[config.mk]
export PLATFORM = sky130hd
export DESIGN_NAME = spi_master_arbiter
export DESIGN_NICKNAME = d
export VERILOG_FILES = /design/src/rtl/spi_master_arbiter.sv
export SDC_FILE = /design/constraint.sdc
export NUM_CORES = 1
export LEC_CHECK = 0
export CAP_MARGIN = 20
export CORE_ASPECT_RATIO = 2
export CORE_MARGIN = 8
export CORE_UTILIZATION = 50
export CTS_BUF_LIST = sky130_fd_sc_hd__clkbuf_8
export DETAILED_ROUTE_END_ITERATION = 16
export DONT_BUFFER_PORTS = 1
export PLACE_DENSITY = 0.71
export SYNTH_ARGS = -nofsm -noshare
export SYNTH_HDL_FRONTEND = slang
export SYNTH_SLANG_ARGS = --single-unit
[constraint.sdc]
create_clock -name clk -period 4.6 [get_ports clk]
set_input_delay 0.23 -clock clk [delete_from_list [all_inputs] [get_ports clk]]
set_output_delay 0.23 -clock clk [all_outputs]
set_load 0.01 [all_outputs]
[src/rtl/spi_master_arbiter.sv]
// Round-robin arbiter that shares one SPI link between NREQ requesters, sending each word LSB-first.
// Optional SPI_DONE_CHECK_EN: sample the slave done flag at the end of the frame and pulse err with ack if it is missing.
module spi_master_arbiter #(
   parameter int NREQ    = 4,
   parameter int DW      = 12,
   parameter int CLK_DIV = 2
) (
   input  logic                clk,
   input  logic                rst_n,
   input  logic [NREQ-1:0]     req,
   input  logic [NREQ*DW-1:0]  wdata,
   output logic [NREQ-1:0]     gnt,
   output logic [NREQ-1:0]     ack,
   output logic                err,
   output logic                busy,
   output logic                sclk,
   output logic                cs_n,
   output logic                mosi,
   input  logic                slv_done
);
   localparam int PW   = (NREQ > 1) ? $clog2(NREQ) : 1;
   localparam int CW   = $clog2(2*CLK_DIV + 1);
   localparam int NPER = DW + 2;               // setup + data + done periods
   localparam int BW   = $clog2(NPER + 1);

   typedef enum logic [1:0] {IDLE, XFER, GAP} state_t;

   state_t          state, state_nx;
   logic [PW-1:0]   rr_ptr, rr_nx, win;
   logic            win_vld;
   logic [DW-1:0]   sr, sr_nx;
   logic [CW-1:0]   cnt, cnt_nx;
   logic [BW-1:0]   per, per_nx;
   logic [NREQ-1:0] gnt_nx, ack_nx;
   logic            err_nx, busy_nx, sclk_nx, cs_n_nx, mosi_nx;
   logic            done_miss;
   logic [DW-1:0]   words [NREQ];

   for (genvar g = 0; g < NREQ; g++) begin : g_words
      assign words[g] = wdata[g*DW +: DW];
   end

`ifdef SPI_DONE_CHECK_EN
   assign done_miss = ~slv_done;
`else
   logic slv_done_unused;
   assign slv_done_unused = slv_done;
   assign done_miss = 1'b0;
`endif

   // Scan downward so the closest set bit after rr_ptr is the one left standing.
   always_comb begin
      int idx;
      win     = rr_ptr;
      win_vld = 1'b0;
      for (int i = NREQ; i >= 1; i--) begin
         idx = int'(rr_ptr) + i;
         if (idx >= NREQ) idx = idx - NREQ;
         if (req[PW'(idx)]) begin
            win     = PW'(idx);
            win_vld = 1'b1;
         end
      end
   end

   always_comb begin
      state_nx = state;
      rr_nx    = rr_ptr;
      sr_nx    = sr;
      cnt_nx   = cnt;
      per_nx   = per;
      gnt_nx   = '0;
      ack_nx   = '0;
      err_nx   = 1'b0;
      busy_nx  = busy;
      sclk_nx  = sclk;
      cs_n_nx  = cs_n;
      mosi_nx  = mosi;
      case (state)
         IDLE: begin
            if (win_vld) begin
               state_nx    = XFER;
               rr_nx       = win;
               sr_nx       = words[win];
               gnt_nx[win] = 1'b1;
               cnt_nx      = '0;
               per_nx      = '0;
               cs_n_nx     = 1'b0;
               busy_nx     = 1'b1;
               sclk_nx     = 1'b0;
               mosi_nx     = 1'b0;
            end
         end
         XFER: begin
            if (cnt == CW'(CLK_DIV-1)) begin
               cnt_nx = '0;
               if (!sclk) begin
                  sclk_nx = 1'b1;
               end else if (per == BW'(NPER-1)) begin
                  state_nx       = GAP;
                  ack_nx[rr_ptr] = 1'b1;
                  err_nx         = done_miss;
                  cs_n_nx        = 1'b1;
                  sclk_nx        = 1'b0;
                  mosi_nx        = 1'b0;
               end else begin
                  // period per+1 carries data bit per; setup and done periods send 0
                  sclk_nx = 1'b0;
                  per_nx  = per + 1'b1;
                  if (per < BW'(DW)) begin
                     mosi_nx = sr[0];
                     sr_nx   = sr >> 1;
                  end else begin
                     mosi_nx = 1'b0;
                  end
               end
            end else begin
               cnt_nx = cnt + 1'b1;
            end
         end
         GAP: begin
            if (cnt == CW'(2*CLK_DIV-1)) begin
               state_nx = IDLE;
               busy_nx  = 1'b0;
            end else begin
               cnt_nx = cnt + 1'b1;
            end
         end
         default: state_nx = IDLE;
      endcase
   end

   always_ff @(posedge clk or negedge rst_n) begin
      if (!rst_n) begin
         state  <= IDLE;
         rr_ptr <= PW'(NREQ-1);
         sr     <= '0;
         cnt    <= '0;
         per    <= '0;
         gnt    <= '0;
         ack    <= '0;
         err    <= 1'b0;
         busy   <= 1'b0;
         sclk   <= 1'b0;
         cs_n   <= 1'b1;
         mosi   <= 1'b0;
      end else begin
         state  <= state_nx;
         rr_ptr <= rr_nx;
         sr     <= sr_nx;
         cnt    <= cnt_nx;
         per    <= per_nx;
         gnt    <= gnt_nx;
         ack    <= ack_nx;
         err    <= err_nx;
         busy   <= busy_nx;
         sclk   <= sclk_nx;
         cs_n   <= cs_n_nx;
         mosi   <= mosi_nx;
      end
   end

endmodule

### Yosys cells after proc, flatten, opt, wreduce, memory -nomap -nowiden

Cells that the tools add are included.

| word-level totals | value |
|---|---|
| input bits | 55 |
| output and inout port bits | 13 |
| memories kept | 0 |
| ROM bits | 0 |
| register bits after elaboration | 35 |
| latch bits | 0 |
| word-level logic and storage cells | 138 |
| bits in writable memories | 0 |

| cells by class | value |
|---|---|
| reductions and logical operators | 15 |
| $lt $le $gt $ge | 14 |
| equal/unequal tests | 13 |
| multiply operators | 0 |
| bitwise gates (word level) | 1 |
| muxes and demuxes | 74 |
| divide/modulo/power cells | 0 |
| $add $sub $neg | 10 |
| shift-type cells | 0 |

Operators with widths:

| operator | number |
|---|---|
| two-way mux 12 bit | 7 |
| two-way mux 4 bit | 10 |
| two-way mux 1 bit | 26 |
| two-way mux 2 bit | 13 |
| binary-select mux 12 bit (select 2 bit) | 1 |
| case mux 12 bit (2 select lines) | 1 |
| less-than comparator 2 x 4 -> 1 bit, second input constant | 4 |
| != test 2 bit, second input constant | 8 |
| AND reduction 5 bit | 3 |
| greater-or-equal comparator 3 bit, second input constant | 4 |
| two-way mux 3 bit | 3 |
| case mux 3 bit (3 select lines) | 1 |
| AND reduction 3 bit | 3 |
| binary-select mux 1 bit (select 2 bit) | 4 |
| case mux 1 bit (2 select lines) | 4 |
| case mux 4 bit (2 select lines) | 1 |
| subtractor 2 x 1 -> 2 bit, second input constant | 4 |
| adder 2 x 2 -> 3 bit, second input constant | 2 |
| less-than comparator 2 x 3 -> 1 bit, second input constant | 2 |
| case mux 2 bit (3 select lines) | 1 |
| AND reduction 6 bit | 1 |
| adder 2 x 3 -> 4 bit, second input constant | 1 |
| adder 4 x 1 -> 4 bit, second input constant | 1 |
| demux 1 bit (select 2 bit) | 2 |
| 17 further kinds | 20 |

### Longest topological paths before layout

| logic depth | value |
|---|---|
| word-level depth | 16 |
| gate-level depth with buffers | 9 |
| gate-level depth less buffers | 7 |

### Least setup slack after synthesis

Ideal clock, no wire load.

| timing | value |
|---|---|
| path type | register -> register |
| start | register rr_ptr[1] |
| end | register sr[1] |
| required time | 4458 ps |
| clock period less this slack | 2180 ps |
| path buffers | 1 |
| setup time | 142 ps |
| setup slack | 2420 ps |
| arrival | 2038 ps |
| stages on the path, launching flop included | 9 |
| cell sequence | dfstp_2 inv_1 ha_1 mux2i_1 a21oi_1 nor2_4 buf_6 mux2i_1 o221ai_1 |

| between the ends | value |
|---|---|
| longest elaborated chain between the ends | 16 |

RTL lines:

| what | line | text |
|---|---|---|
| from (decl) | 29 | `logic [PW-1:0] rr_ptr, rr_nx, win;` |
| from (signal assigned) | 136 | `rr_ptr <= PW'(NREQ-1);` |
| from (signal assigned) | 149 | `rr_ptr <= rr_nx;` |
| adder 2 x 3 -> 4 bit | 57 | `idx = int'(rr_ptr) + i;` |
| greater-or-equal comparator 4 x 3 -> 1 bit / subtractor 2 x 1 -> 2 bit (equally long branches) | 58 | `if (idx >= NREQ) idx = idx - NREQ;` |
| two-way mux 2 bit | 58 |  |
| binary-select mux 1 bit (select 2 bit) | 59 | `if (req[PW'(idx)]) begin` |
| two-way mux 1 bit (not written as such) (2 in series) | 59 |  |
| two-way mux 2 bit (4 in series) | 59 |  |
| inverter 2 -> 3 bit (not written as such) | 84 | `sr_nx = words[win];` |
| binary-select mux 12 bit (select 2 bit) | 84 |  |
| two-way mux 12 bit (not written as such) (2 in series) | 84 |  |
| two-way mux 12 bit | 81 | `if (win_vld) begin` |
| case mux 12 bit (2 select lines) | 79 | `case (state)` |
| to (signal assigned) | 150 | `sr <= sr_nx;` |
| to (decl) | 31 | `logic [DW-1:0] sr, sr_nx;` |

Parallel ways exist; a longest one is shown, timed or not. The select of a mux whose other input is x is not followed.
A chain may end at the register's enable or synchronous reset.

### Worst setup path in the final report

| timing | value |
|---|---|
| start | register state[1] |
| end | register sr[3] |

| between the ends | value |
|---|---|
| longest elaborated chain between the ends | 3 |

RTL lines:

| what | line | text |
|---|---|---|
| from (decl) | 28 | `state_t state, state_nx;` |
| from (signal assigned) | 148 | `state <= state_nx;` |
| == test 2 x 1 -> 1 bit / zero test 2 bit (equally long branches) | 79 |  |
| != test 2 bit (no line) / nonzero test 2 bit (equally long branches) | -- |  |
| AND reduction 6 bit (no line) | -- |  |

Parallel ways exist; a longest one is shown, timed or not.

==> qor.txt <==
===============================================================================
Total overflow reported by the global router .....................            0
Starting DRT DRC Count ...........................................           59
Worst endpoint required time .....................................      4790 ps
CP Max Fanout ....................................................           28
Area of all placed cells without fillers .........................    2420 um^2
Net Sw Frac ......................................................        41.2%
Cells on worst reg2reg path ......................................            8
Clock tree from TritonCTS ........................................          yes
Crit path DAT ....................................................      3130 ps
Seq pwr share ....................................................        32.6%
Final weighted congestion of routability-driven global placement .        0.772
RSZ-0062 raised after global routing .............................           no
Mapped Cells .....................................................          223
Antenna diode count ..............................................            0
Final Hold Vio Count .............................................            0
Sequential element share of the synthesized area .................        38.6%
Start point of the worst hold path ...............................    wdata[34]
Pwr per Cell Area ................................................  651 nW/um^2
Clock-pin transition on the worst setup and hold timing paths ....        70 ps
# Max-Cap Violations .............................................            0
Area Growth Syn to Fin ...........................................        6.26%
Prevailing post-synth register cell .............................. sky130_fd_sc_hd__dfrtp_1
Setup slack on the worst flop-to-flop path .......................      1670 ps
Post-DRT Antenna Nets ............................................            0
Setup TNS ........................................................         0 ps
Final routed wire length divided by cell count ...................      18.6 um
Reg2reg end ...................................................... sr[3]$_DFFE_PN0P_
Period minus WS final ............................................      2930 ps
Post-synthesis instance area .....................................    2280 um^2
Async SR Flop Fraction ...........................................         100%
Number of nets in the synthesized netlist ........................          292
Yosys synthesis warning count ....................................            0
Die X-Extent .....................................................      63.7 um
Internal Power ...................................................       927 uW
Relative contribution of combinational cells to total power ......        49.1%
Antenna violations before repair .................................            0
Hold endpoint .................................................... sr[10]$_DFFE_PN0P_
Net count of the finished layout .................................          289
Launch point of the worst path ................................... state[1]$_DFFE_PN0P_
Site row count ...................................................           35
Share of the clock period used by the worst path .................        63.8%
Fraction of final layout cells sized beyond drive strength 1 .....        10.9%
DRC ..............................................................            0
Peak Freq ........................................................      341 MHz
Vias .............................................................        1,726
Largest clock skew in the final design ...........................      4.83 ps
Number of setup violations in the final report ...................            0
Detailed-routing iteration count for the pre-antenna-repair pass .            4
Final HPWL from detailed placement ...............................      3720 um
Worst slew margin ................................................        35.8%
Final wirelength .................................................      5130 um
Classification of the worst-slack hold path ...................... input pin to flip-flop
Crit start category ..............................................    flip-flop
Floorplan Core Area ..............................................    4510 um^2
Post-synthesis area per instance .................................    10.2 um^2
Chip Height ......................................................       111 um
DP Area ..........................................................    2270 um^2
Filler instances .................................................          416
Number of ports placed on the die boundary .......................           68
Worst hold slack .................................................       162 ps
Number of buffers inserted by port buffering .....................            0
Clk sink count ...................................................           35
Number of vias per cell ..........................................         6.25
Measured slew at the worst slew-check pin ........................       964 ps
Initial cell density of the core .................................        50.5%
Post-synth cell types ............................................           48
Number of stages on the worst hold path ..........................            2
Critical path type ............................................... flip-flop to flip-flop
Number of buffers inserted during clock tree synthesis ...........            5
Root buffer cell ................................................. sky130_fd_sc_hd__clkbuf_8
Maximum number of pins on one net before global-route repair .....           36
First-pass GRT wire length .......................................      8460 um
GRT Resource Usage Total .........................................        14.3%
Crit end category ................................................    flip-flop
IR Drop Worst-Case VDD ...........................................       422 uV
Synthesized flop and latch total .................................           35
Insertion delay to the later sink of the worst-skew pair .........       290 ps
H-Tree Depth .....................................................            2
Overall die area .................................................    7110 um^2
Number of enable flip-flop cells after synthesis .................            0
Count of placed standard cells including taps ....................          266
Switching component of the power .................................       649 uW
Count of pins over their slew limit ..............................            0
Cell Count, Final, Fillers Out ...................................          276
Leakage dissipation ..............................................      1.16 nW
Largest buffer count on any clock path ...........................            2
Most common cell after layout, fill and taps aside ............... sky130_fd_sc_hd__dfrtp_1
Portion of total power attributed to the clock network ...........        18.3%
Worst reg2reg path startpoint .................................... state[1]$_DFFE_PN0P_
Run status ....................................................... finished clean
Vias in the first global route ...................................        1,828
Commonest cells after routing, fill and taps aside ............... sky130_fd_sc_hd__dfrtp_1 (32), sky130_fd_sc_hd__mux2i_1 (28), sky130_fd_sc_hd__ha_1 (14)
===============================================================================
==> cell type report <==
type	instances	area (um^2)	share of cell area (%)
clock buffers	6	82.6	3.41
inverters	11	41.3	1.70
flip-flops and latches	35	880	36.3
well taps	55	68.8	2.84
multi-input cells	164	1280	52.7
clock inverters	2	35.0	1.45
repair buffers	3	37.5	1.55
==> kinds of logic (layout without fill, tap and decap cells) <==
| group | Yosys count | count (layout) | synth area share (%) |
|---|---|---|---|
| other | 1 | 1 | 0.164 |
| buffers and inverters | 24 | 22 | 5.38 |
| adder cells (fa/ha/maj) | 14 | 14 | 7.68 |
| multiplexers | 32 | 32 | 14.4 |
| AND/OR/NAND/NOR | 59 | 59 | 14.1 |
| XOR/XNOR | 2 | 2 | 0.769 |
| AO/OA/AOI/OAI | 56 | 56 | 18.9 |
| flip-flops | 35 | 35 | 38.6 |
==> how the worst max path moves through the flow <==
| stage | endpoint | slack, ps | depth (start not counted) |
|---|---|---|---|
| after global placement | sr[3]$_DFFE_PN0P_ | 1830 | 8 |
| after CTS | sr[3]$_DFFE_PN0P_ | 1680 | 8 |
| final | sr[3]$_DFFE_PN0P_ | 1670 | 8 |
| after global routing | sr[9]$_DFFE_PN0P_ | 1390 | 8 |
| after floorplan | sr[1]$_DFFE_PN0P_ | 2420 | 8 |
| after detailed placement | sr[3]$_DFFE_PN0P_ | 1690 | 8 |
==> stage by stage <==
stage	worst slack, ps	total power, mW	utilization, %
after floorplan	2420	1.16	-
after global placement	1830	1.25	50.4
after detailed placement	1690	1.29	50.4
after CTS	1680	1.59	53.7
after global routing	1390	1.70	53.7
final	1670	1.58	53.7
==> timing repair <==
item,in CTS,in global routing
endpoints found under the hold margin,35,0
buffers inserted,0,0
resized for setup,0,0
hold buffers,2,0
==> flip-flops by register name, summed over array words and instances (netlist names), 2 cells and up <==
name / cells
ack: 4
gnt: 4
state: 2
cnt: 3
rr_ptr: 2
sr: 12
per: 4
==> power groups by stage <==
stage | Combinational, mW | Sequential (mW) | Clock (mW)
CTS | 0.779 | 0.515 | 0.297
global placement | 0.737 | 0.515 | 0
finish | 0.773 | 0.514 | 0.288
global route | 0.862 | 0.531 | 0.307
detailed placement | 0.767 | 0.520 | 0
floorplan | 0.664 | 0.495 | 0
==> Yosys cell counts, types with 2 or more instances <==
cell type	number	area [um^2]
sky130_fd_sc_hd__nand3_1	3	15.0
sky130_fd_sc_hd__o22ai_1	3	18.8
sky130_fd_sc_hd__nand2_1	8	30.0
sky130_fd_sc_hd__dfrtp_1	32	801
sky130_fd_sc_hd__inv_1	11	41.3
sky130_fd_sc_hd__nor3_1	4	20.0
sky130_fd_sc_hd__a21oi_1	7	35.0
sky130_fd_sc_hd__nor2_1	13	48.8
sky130_fd_sc_hd__o221ai_1	11	96.3
sky130_fd_sc_hd__dfstp_2	3	78.8
sky130_fd_sc_hd__buf_6	3	33.8
sky130_fd_sc_hd__buf_4	2	15.0
sky130_fd_sc_hd__ha_1	14	175
sky130_fd_sc_hd__xnor2_1	2	17.5
sky130_fd_sc_hd__mux2_2	3	33.8
sky130_fd_sc_hd__nand2b_1	3	18.8
sky130_fd_sc_hd__nor2b_1	2	12.5
sky130_fd_sc_hd__nand4_1	11	68.8
sky130_fd_sc_hd__mux2i_1	28	280
sky130_fd_sc_hd__and3_1	7	43.8
sky130_fd_sc_hd__a21boi_0	11	82.6
sky130_fd_sc_hd__a211oi_1	2	15.0
sky130_fd_sc_hd__clkbuf_1	5	18.8
sky130_fd_sc_hd__o21ai_0	11	55.1
==> layer usage <==
layer / routed length (um) / share of wire [%] / track usage [%]
met5: 0 / 0 / 0
met4: 61 / 1.2 / 5.10
met3: 336 / 6.6 / 4.62
met2: 2620 / 51 / 25.0
met1: 2110 / 41 / 15.6
==> critical path, cell delays in order, from the launching register on <==
cell	delay [ps]
sky130_fd_sc_hd__dfrtp_1	420
sky130_fd_sc_hd__inv_1	120
sky130_fd_sc_hd__ha_1	800
sky130_fd_sc_hd__nand2b_1	240
sky130_fd_sc_hd__a22oi_1	90
sky130_fd_sc_hd__buf_4	210
sky130_fd_sc_hd__a21oi_1	620
sky130_fd_sc_hd__a21boi_0	230
sky130_fd_sc_hd__o221ai_1	110
(Power assumes the default switching activity.)
